File: config.mk
export PLATFORM = sky130hd
export DESIGN_NAME = gray4_tracker_flat
export DESIGN_NICKNAME = d
export VERILOG_FILES = /design/src/rtl/gray4_pkg.sv /design/src/rtl/gray4_tracker_if.sv /design/src/rtl/gray4_sync.sv /design/src/rtl/gray4_tracker.sv /design/src/flat_wrapper.sv
export SDC_FILE = /design/constraint.sdc
export NUM_CORES = 1
export LEC_CHECK = 0
export CAP_MARGIN = 25
export CORE_UTILIZATION = 50
export DETAILED_ROUTE_END_ITERATION = 10
export HOLD_SLACK_MARGIN = 0.06
export PLACE_DENSITY_LB_ADDON = 0.05
export SLEW_MARGIN = 20
export SYNTH_ARGS = -nofsm -noshare
export SYNTH_HDL_FRONTEND = slang
export SYNTH_SLANG_ARGS = --single-unit
File: constraint.sdc
create_clock -name CLK -period 12 [get_ports CLK]
set_clock_uncertainty 0.1 [all_clocks]
set_input_delay 1.8 -clock CLK [delete_from_list [all_inputs] [get_ports CLK]]
set_output_delay 1.8 -clock CLK [all_outputs]
set_load 0.01 [all_outputs]
File: src/rtl/gray4_pkg.sv
// Shared types, constants and gray decode for the 4-bit gray tracker.
package gray4_pkg;

  localparam logic [3:0] STEP_UP = 4'd1;
  localparam logic [3:0] STEP_DN = 4'd15;
  localparam logic [3:0] ZERO4   = 4'd0;

  typedef enum logic [1:0] {
    STEP_NONE,
    STEP_INC,
    STEP_DEC,
    STEP_ERR
  } step_t;

  function automatic logic [3:0] gray2bin4(input logic [3:0] g);
    logic [3:0] b;
    b[3] = g[3];
    for (int i = 2; i >= 0; i--) begin
      b[i] = b[i+1] ^ g[i];
    end
    return b;
  endfunction

endpackage

File: src/rtl/gray4_tracker_if.sv
// Bus between a gray-count source/consumer and the tracker.
interface gray4_tracker_if #(
  parameter int POS_W = 16
);
  logic [3:0]       G;
  logic             EN;
  logic             CS;
  logic [3:0]       BIN;
  logic [POS_W-1:0] POS;
  logic             UP;
  logic             DN;
  logic             WRAP;
  logic             ERR;
  logic             ERRP;

  modport master (
    output G, EN, CS,
    input  BIN, POS, UP, DN, WRAP, ERR, ERRP
  );

  modport slave (
    input  G, EN, CS,
    output BIN, POS, UP, DN, WRAP, ERR, ERRP
  );
endinterface

File: src/rtl/gray4_sync.sv
// Multi-flop synchroniser for a 4-bit gray count, cleared by CD.
module gray4_sync
  import gray4_pkg::*;
#(
  parameter int STAGES = 2
) (
  input  logic       CLK,
  input  logic       CD,
  input  logic [3:0] d,
  output logic [3:0] q
);

  logic [3:0] ff [STAGES];

  always_ff @(posedge CLK or posedge CD) begin
    if (CD) begin
      for (int i = 0; i < STAGES; i++) begin
        ff[i] <= ZERO4;
      end
    end else begin
      ff[0] <= d;
      for (int i = 1; i < STAGES; i++) begin
        ff[i] <= ff[i-1];
      end
    end
  end

  assign q = ff[STAGES-1];

endmodule

File: src/rtl/gray4_tracker.sv
// Gray count receiver: sync, decode, step classify, position accumulate.
module gray4_tracker
  import gray4_pkg::*;
#(
  parameter int POS_W       = 16,
  parameter int SYNC_STAGES = 2
) (
  input logic            CLK,
  input logic            CD,
  gray4_tracker_if.slave bus
);

  logic [3:0]       gs;
  logic [3:0]       nb;
  logic [3:0]       delta;
  logic [3:0]       bin_q;
  logic [POS_W-1:0] pos_q;
  logic             up_q;
  logic             dn_q;
  logic             wrap_q;
  logic             err_q;
  logic             errp_q;
  step_t            step;

  gray4_sync #(
    .STAGES(SYNC_STAGES)
  ) u_sync (
    .CLK (CLK),
    .CD  (CD),
    .d   (bus.G),
    .q   (gs)
  );

  assign nb    = gray2bin4(gs);
  assign delta = nb - bin_q;

  always_comb begin
    step = STEP_ERR;
    unique case (1'b1)
      (delta == ZERO4):   step = STEP_NONE;
      (delta == STEP_UP): step = STEP_INC;
      (delta == STEP_DN): step = STEP_DEC;
      default:            step = STEP_ERR;
    endcase
  end

  // Baseline always tracks nb unless a step is held back (delta 0 is a no-op).
  always_ff @(posedge CLK or posedge CD) begin
    if (CD) begin
      bin_q  <= ZERO4;
      pos_q  <= '0;
      up_q   <= 1'b0;
      dn_q   <= 1'b0;
      wrap_q <= 1'b0;
      err_q  <= 1'b0;
      errp_q <= 1'b0;
    end else begin
      up_q   <= 1'b0;
      dn_q   <= 1'b0;
      wrap_q <= 1'b0;
      errp_q <= 1'b0;
      if (bus.CS) begin
        bin_q <= nb;
        pos_q <= '0;
        err_q <= 1'b0;
      end else if (bus.EN) begin
        unique case (step)
          STEP_INC: begin
            bin_q  <= nb;
            pos_q  <= pos_q + POS_W'(1);
            up_q   <= 1'b1;
            wrap_q <= (bin_q == 4'd15);
          end
          STEP_DEC: begin
            bin_q  <= nb;
            pos_q  <= pos_q - POS_W'(1);
            dn_q   <= 1'b1;
            wrap_q <= (bin_q == ZERO4);
          end
          STEP_ERR: begin
            bin_q  <= nb;
            err_q  <= 1'b1;
            errp_q <= 1'b1;
          end
          default: begin
          end
        endcase
      end else begin
        bin_q <= nb;
      end
    end
  end

  assign bus.BIN  = bin_q;
  assign bus.POS  = pos_q;
  assign bus.UP   = up_q;
  assign bus.DN   = dn_q;
  assign bus.WRAP = wrap_q;
  assign bus.ERR  = err_q;
  assign bus.ERRP = errp_q;

endmodule

File: src/flat_wrapper.sv
// flat-port wrapper written by rule: the top's interface ports become plain ports
module gray4_tracker_flat import gray4_pkg::*;
#(
  parameter int POS_W       = 16,
  parameter int SYNC_STAGES = 2
)
  (CLK, CD, bus_G, bus_EN, bus_CS, bus_BIN, bus_POS, bus_UP, bus_DN, bus_WRAP, bus_ERR, bus_ERRP);
  gray4_tracker_if #(.POS_W(POS_W)) bus_i ();
  input logic CLK;
  input logic CD;
  input wire logic [$bits(bus_i.G)-1:0] bus_G;
  input wire logic [$bits(bus_i.EN)-1:0] bus_EN;
  input wire logic [$bits(bus_i.CS)-1:0] bus_CS;
  output wire logic [$bits(bus_i.BIN)-1:0] bus_BIN;
  output wire logic [$bits(bus_i.POS)-1:0] bus_POS;
  output wire logic [$bits(bus_i.UP)-1:0] bus_UP;
  output wire logic [$bits(bus_i.DN)-1:0] bus_DN;
  output wire logic [$bits(bus_i.WRAP)-1:0] bus_WRAP;
  output wire logic [$bits(bus_i.ERR)-1:0] bus_ERR;
  output wire logic [$bits(bus_i.ERRP)-1:0] bus_ERRP;
  assign bus_i.G = bus_G;
  assign bus_i.EN = bus_EN;
  assign bus_i.CS = bus_CS;
  assign bus_BIN = bus_i.BIN;
  assign bus_POS = bus_i.POS;
  assign bus_UP = bus_i.UP;
  assign bus_DN = bus_i.DN;
  assign bus_WRAP = bus_i.WRAP;
  assign bus_ERR = bus_i.ERR;
  assign bus_ERRP = bus_i.ERRP;
  gray4_tracker #(.POS_W(POS_W), .SYNC_STAGES(SYNC_STAGES)) u_core (.CLK(CLK), .CD(CD), .bus(bus_i));
endmodule
# After elaboration in Yosys (flattened, before gate mapping)
# Cells that the tools add are included.
dict set report op_classes {
  addsub 3
  n_eq_ne 7
  mux 22
  bitwise 3
  n_reduce_logical 8
}
# cell n
set op_table {}
lappend op_table {{$mux W16} 2}
lappend op_table {{$pmux W16 S2} 1}
lappend op_table {{$add A16 B1 Y16 const B} 1}
lappend op_table {{$sub A16 B1 Y16 const B} 1}
lappend op_table {{$mux W1} 14}
lappend op_table {{$mux W4} 3}
lappend op_table {{$eq A4 B4 Y1 const B} 2}
lappend op_table {{$logic_not A4 Y1} 2}
lappend op_table {{$pmux W2 S3} 1}
lappend op_table {{$eq A2 B2 Y1 const B} 2}
lappend op_table {{$eq A4 B1 Y1 const B} 1}
lappend op_table {{$reduce_and A2 Y1} 2}
lappend op_table {{$reduce_bool A2 Y1} 2}
lappend op_table {{$sub A4 B4 Y4} 1}
lappend op_table {{$ne A3 B2 Y1 const B} 1}
lappend op_table {{$reduce_bool A3 Y1} 1}
lappend op_table {{$reduce_or A3 Y1} 1}
lappend op_table {{$xor A1 B1 Y1} 3}
lappend op_table {{$eq A2 B1 Y1 const B} 1}
lappend op_table {{$pmux W1 S2} 1}
dict set report word_totals {
  register_bits 33
  input_bits 8
  out_inout_bits 25
  wordCells 52
}

# Longest topological paths before layout
dict set report logic_depth {
  ltp_word 11
  depth_mapped 19
  depth_no_buf 19
}

# Cells and area by module
# A second synthesis with hierarchy kept.
dict set report unflattened {
  hier_cells 197
  hier_area_um2 2034.5
}
# mod instances cells_each area_each_um2 seq_area_each_um2
set modules_own_cells {}
lappend modules_own_cells {gray4_tracker 1 184 1800.5 625.6}
lappend modules_own_cells {gray4_sync 1 13 234.0 200.2}

# Worst setup path before layout
# OpenSTA, ideal clock, no wires.
dict set report synth_path {
  kind {reg2reg}
  startpoint {register u_core.u_sync.ff (netlist bit u_core.u_sync.q[3])}
  endpoint {register u_core.pos_q[9], in the netlist u_core.bus.POS[9]}
  setup_ps 121
  arrival_ps 4633
  required_ps 11779
  path_slack_ps 7146
  path_stages_with_launch 17
  path_buffers 0
  synth_period_minus_slack_ps 4854
  cell_sequence {dfrtp_1 xor2_1 xor2_1 xnor2_1 ha_1 fa_1 or4_1 inv_1 ha_1 ha_1 a211oi_1 nor2_1 o21a_1 o41ai_1 o21ai_0 xor2_1 a22o_1}
}
dict set report synth_via {
  elab_chain_cells 10
  word_cells_on_any_way 15
  cone_classes {add/sub: 1; eq/ne: 4; mux: 4; bitwise: 3; reduce/logical: 3}
}
# item line
set synth_lines {}
lappend synth_lines {{start: declaration} gray4_sync.sv:13} ;# logic [3:0] ff [STAGES];
lappend synth_lines {{start signal: indexed assignment} gray4_sync.sv:23} ;# ff[i] <= ff[i-1];
lappend synth_lines {{$xor A1 B1 Y1 *} gray4_pkg.sv:19} ;# b[i] = b[i+1] ^ g[i];
lappend synth_lines {{named net u_core.nb[2]} gray4_tracker.sv:14} ;# logic [3:0] nb;
lappend synth_lines {{$xor A1 B1 Y1 *} gray4_pkg.sv:19}
lappend synth_lines {{named net u_core.nb[1]} gray4_tracker.sv:14}
lappend synth_lines {{$xor A1 B1 Y1} gray4_pkg.sv:19}
lappend synth_lines {{$sub A4 B4 Y4 *} gray4_tracker.sv:35} ;# assign delta = nb - bin_q;
lappend synth_lines {{$eq A4 B4 Y1 (tied with other cells)} gray4_tracker.sv:42} ;# (delta == STEP_DN): step = STEP_DEC;
lappend synth_lines {{$pmux W2 S3 *} gray4_tracker.sv:39} ;# unique case (1'b1)
lappend synth_lines {{$eq A2 B2 Y1 or $eq A2 B1 Y1 (tied branches)} gray4_tracker.sv:67} ;# unique case (step)
lappend synth_lines {{$pmux W16 S2} gray4_tracker.sv:67}
lappend synth_lines {{$mux W16} gray4_tracker.sv:66} ;# end else if (bus.EN) begin
lappend synth_lines {{$mux W16} gray4_tracker.sv:62} ;# if (bus.CS) begin
lappend synth_lines {{end signal: assignment} gray4_tracker.sv:70} ;# pos_q <= pos_q + POS_W'(1);
lappend synth_lines {{end signal: assignment} gray4_tracker.sv:76} ;# pos_q <= pos_q - POS_W'(1);
lappend synth_lines {{end: declaration} gray4_tracker.sv:17} ;# logic [POS_W-1:0] pos_q;
# The timed path passes the listed nets; every way through them passes the cells marked *. The select of a mux whose other input is x is not followed.
# A chain may end at the register's enable or synchronous reset.

# Final worst setup path
# Same ends and word-level chain as after synthesis.

==> impl_metrics.env <==
export IMPL_path_class="register to register"
export IMPL_p_per_area_nw_per_um2=150
export IMPL_cp_depth=16
export IMPL_total_power_mw=0.378
export IMPL_syn_num_nets=221
export IMPL_yosysWarningCount=0
export IMPL_startpoint_type="register"
export IMPL_fillers=297
export IMPL_track_usage_pct=20.6
export IMPL_dp_cells=271
export IMPL_r2r_start="u_core.u_sync.q[3]"
export IMPL_diodes=0
export IMPL_hpwl_um=2940
export IMPL_r2r_cells=16
export IMPL_wire_per_inst_um=14.1
export IMPL_clockRootBuffer="clkbuf_8"
export IMPL_worstSetupEndpointType="register"
export IMPL_coreArea_um2=3770
export IMPL_utilization_pct=66.7
export IMPL_overflow=0
export IMPL_async_flop_share_pct=100
export IMPL_p_seq_share_pct=35.2
export IMPL_ys_flop_type="dfrtp_1"
export IMPL_crit_family="adder cells"
export IMPL_p_clk_share_pct=22.2
export IMPL_fin_ws_ns=6.52
export IMPL_cts_tree="built"
export IMPL_multi_input_area_um2=1160
export IMPL_critical_path_startpoint="u_core.u_sync.q[3]"
export IMPL_synth_seq_cells=33
export IMPL_final_antenna_net_count=0
export IMPL_drtPass1Iterations=4
export IMPL_cts_resized=0
export IMPL_hold_path_startpoint="u_core.u_sync.ff[5]"
export IMPL_via_per_inst=5.58
export IMPL_cts_sinks=33
export IMPL_hold_ws_ns=0.251
export IMPL_layout_drive_gt1_share_pct=7.79
export IMPL_internal_power_mw=0.238
export IMPL_cp_slowest_cell="ha_1"
export IMPL_syn_cell_area_um2=2030
export IMPL_grt_max_degree=21
export IMPL_initial_utilization_pct=53.9
export IMPL_crit_fanout=20
export IMPL_crit_arrival_ns=5.56
export IMPL_syn_avg_cell_area_um2=10.6
export IMPL_ios=33
export IMPL_die_width_um=65.8
export IMPL_port_buffers=32
export IMPL_die_area_um2=4320
export IMPL_pre_cts_slack_ns=6.55
export IMPL_comb_power_share_pct=42.6
export IMPL_first_iter_violations=46
export IMPL_max_cap_viol_count=0
export IMPL_worst_pin_slew_ns=0.941
export IMPL_clockBufferDepth=2
export IMPL_power_leakage_nw=1.17
export IMPL_gp_congestion=0.892
export IMPL_setup_tns_final_ns=0
export IMPL_rows=22
export IMPL_regArea_um2=826
export IMPL_path_cells="xor2_1 -> xor2_1 -> xnor2_1 -> ha_1 -> fa_1 -> or4_1 -> inv_1 -> ha_1 -> ha_1 -> a211oi_1 -> nor2_1 -> o21a_1 -> o41ai_1 -> o21ai_0 -> xor2_1 -> a22o_1"
export IMPL_rsz0062_at_grt="no"
export IMPL_clkLatencyLatePin_ns=0.28
export IMPL_drc=0
export IMPL_outcome="finished, final reports clean"
export IMPL_grt_pass1_vias=1510
export IMPL_worst_hold_path_num_cells=0
export IMPL_ctsHoldBuffers=0
export IMPL_cpPeakStageDelay_ns=0.65
export IMPL_area_growth_syn_to_layout_pct=23.8
export IMPL_cts_buffers_inserted=5
export IMPL_ys_types=43
export IMPL_sw_frac_of_total_pct=37.1
export IMPL_vdd_drop_max_v=0.0000734
export IMPL_finalMaxSlewViolations=0
export IMPL_fp_dieH_um=65.8
export IMPL_switching_power_mw=0.140
export IMPL_fmax_mhz=183
export IMPL_synth_edf_count=0
export IMPL_worstHoldPathType="register to register"
export IMPL_final_area_um2=2510
export IMPL_post_route_min_period_ns=5.48
export IMPL_critPathRequiredTime_ns=12.08
export IMPL_path_buf_inv=1
export IMPL_vias=1556
export IMPL_cts_setup_buffers=0
export IMPL_hold_viol_final=0
export IMPL_yosysSeqAreaShare_pct=40.6
export IMPL_period_share_pct=45.7
export IMPL_num_nets_final=260
export IMPL_maxSlewHeadroom_pct=37.1
export IMPL_finalSetupViolCount=0
export IMPL_grt_pass1_wl_um=6780
export IMPL_placed_cell_area_um2=2420
export IMPL_syn_inst=191
export IMPL_antenna_found_initial=0
export IMPL_instances_no_fill=279
export IMPL_clk_pin_slew_worst_paths_ns=0.07
export IMPL_htreeDepth=2
export IMPL_drt_total_wl_um=3940
registers in the layout, indices dropped and copies added (netlist names):
register          count
u_core.bus.POS       16
u_core.bus.UP         1
u_core.u_sync.q       4
u_core.bus.WRAP       1
u_core.bus.DN         1
u_core.bus.ERRP       1
u_core.bus.BIN        4
u_core.u_sync.ff      4
u_core.bus.ERR        1
per-layer routing:
| layer | global-route usage, % | vias up | wire length [um] |
|---|---|---|---|
| li1 | - | 774 | - |
| met1 | 27.2 | 742 | 1920 |
| met2 | 33.3 | 35 | 1820 |
| met3 | 4.69 | 5 | 152 |
| met4 | 6.25 | 0 | 47 |
| met5 | 0 | - | 0 |
layout make-up:
cell class              count  area share, %
clock buffers               5           2.74
clock inverters             3          0.896
inverters                  11           1.64
multi-input cells         145           46.0
flip-flops and latches     33           32.8
well taps                  48           2.39
repair buffers             34           13.5
layout by cell type, fill, tap and decap left out, types with 2 or more instances in the layout:
cell type         n
dfrtp_1          33
clkdlybuf4s50_1  32
ha_1             20
nor2_1           13
nand2_1          13
xnor2_1          12
inv_1            11
a22o_1           11
a21oi_1           9
o21ai_0           7
xor2_1            6
o21a_1            5
clkbuf_8          5
nor2b_1           3
a31oi_1           3
and2_1            3
mux2i_1           3
o31ai_1           3
a21o_1            3
clkinvlp_4        3
a211oi_1          2
nor3_1            2
o211ai_1          2
nand4_1           2
mux2_4            2
fa_1              2
path summary, 6_finish.rpt:
path | slack (ns) | endpoint
max in group asynchronous | 9.39 | u_core.bus.DN
worst max-delay path | 6.52 | u_core.bus.POS[9]
worst min-delay path | 0.25 | u_core.u_sync.q[1]
min in group asynchronous | 1.75 | u_core.bus.POS[3]
worst max register to register | 6.52 | u_core.bus.POS[9]
worst min register to register | 0.25 | u_core.u_sync.q[1]
cell usage after synthesis, types with 2 or more instances:
cell / instances / area share [%]
nand2_1: 13 / 2.4
xor2_1: 6 / 2.6
o21ai_0: 7 / 1.7
a21o_1: 3 / 1.1
mux2_4: 2 / 1.5
nor2b_1: 3 / 0.92
o31ai_1: 3 / 1.1
nor2_1: 13 / 2.4
clkbuf_1: 2 / 0.37
xnor2_1: 12 / 5.2
and2_1: 3 / 0.92
dfrtp_1: 33 / 41
o21a_1: 5 / 1.8
nand4_1: 2 / 0.62
nor3_1: 2 / 0.49
a21oi_1: 9 / 2.2
inv_1: 11 / 2.0
a31oi_1: 3 / 0.92
a22o_1: 11 / 4.7
a211oi_1: 2 / 0.74
fa_1: 2 / 2.0
ha_1: 20 / 12
o211ai_1: 2 / 0.74
mux2i_1: 3 / 1.5
power by group through the flow:
stage,clock (mW),sequential [mW],combinational [mW]
floorplan,0,0.138,0.110
detailed placement,0,0.135,0.160
global route,0.0924,0.135,0.178
global placement,0,0.135,0.154
CTS,0.0874,0.133,0.162
finish,0.0839,0.133,0.161
kinds of logic after synthesis:
group | after synthesis | share of synthesized area, %
AO/OA/AOI/OAI | 53 | 19.5
AND/OR/NAND/NOR | 46 | 11.9
flip-flops | 33 | 40.6
adder cells (fa/ha/maj) | 22 | 14.3
XOR/XNOR | 18 | 7.76
buffers and inverters | 13 | 2.40
multiplexers | 6 | 3.51
worst register-to-register path: cells and delay by family, from the launching register on:
kind / cells / cell delay (ns)
flops: 1 / 0.42
buf+inv: 1 / 0.09
compound gates: 5 / 1.32
fa+ha+maj: 4 / 1.80
xor+xnor: 4 / 0.96
simple gates: 2 / 0.71
Power figures use the tool's default switching activity.
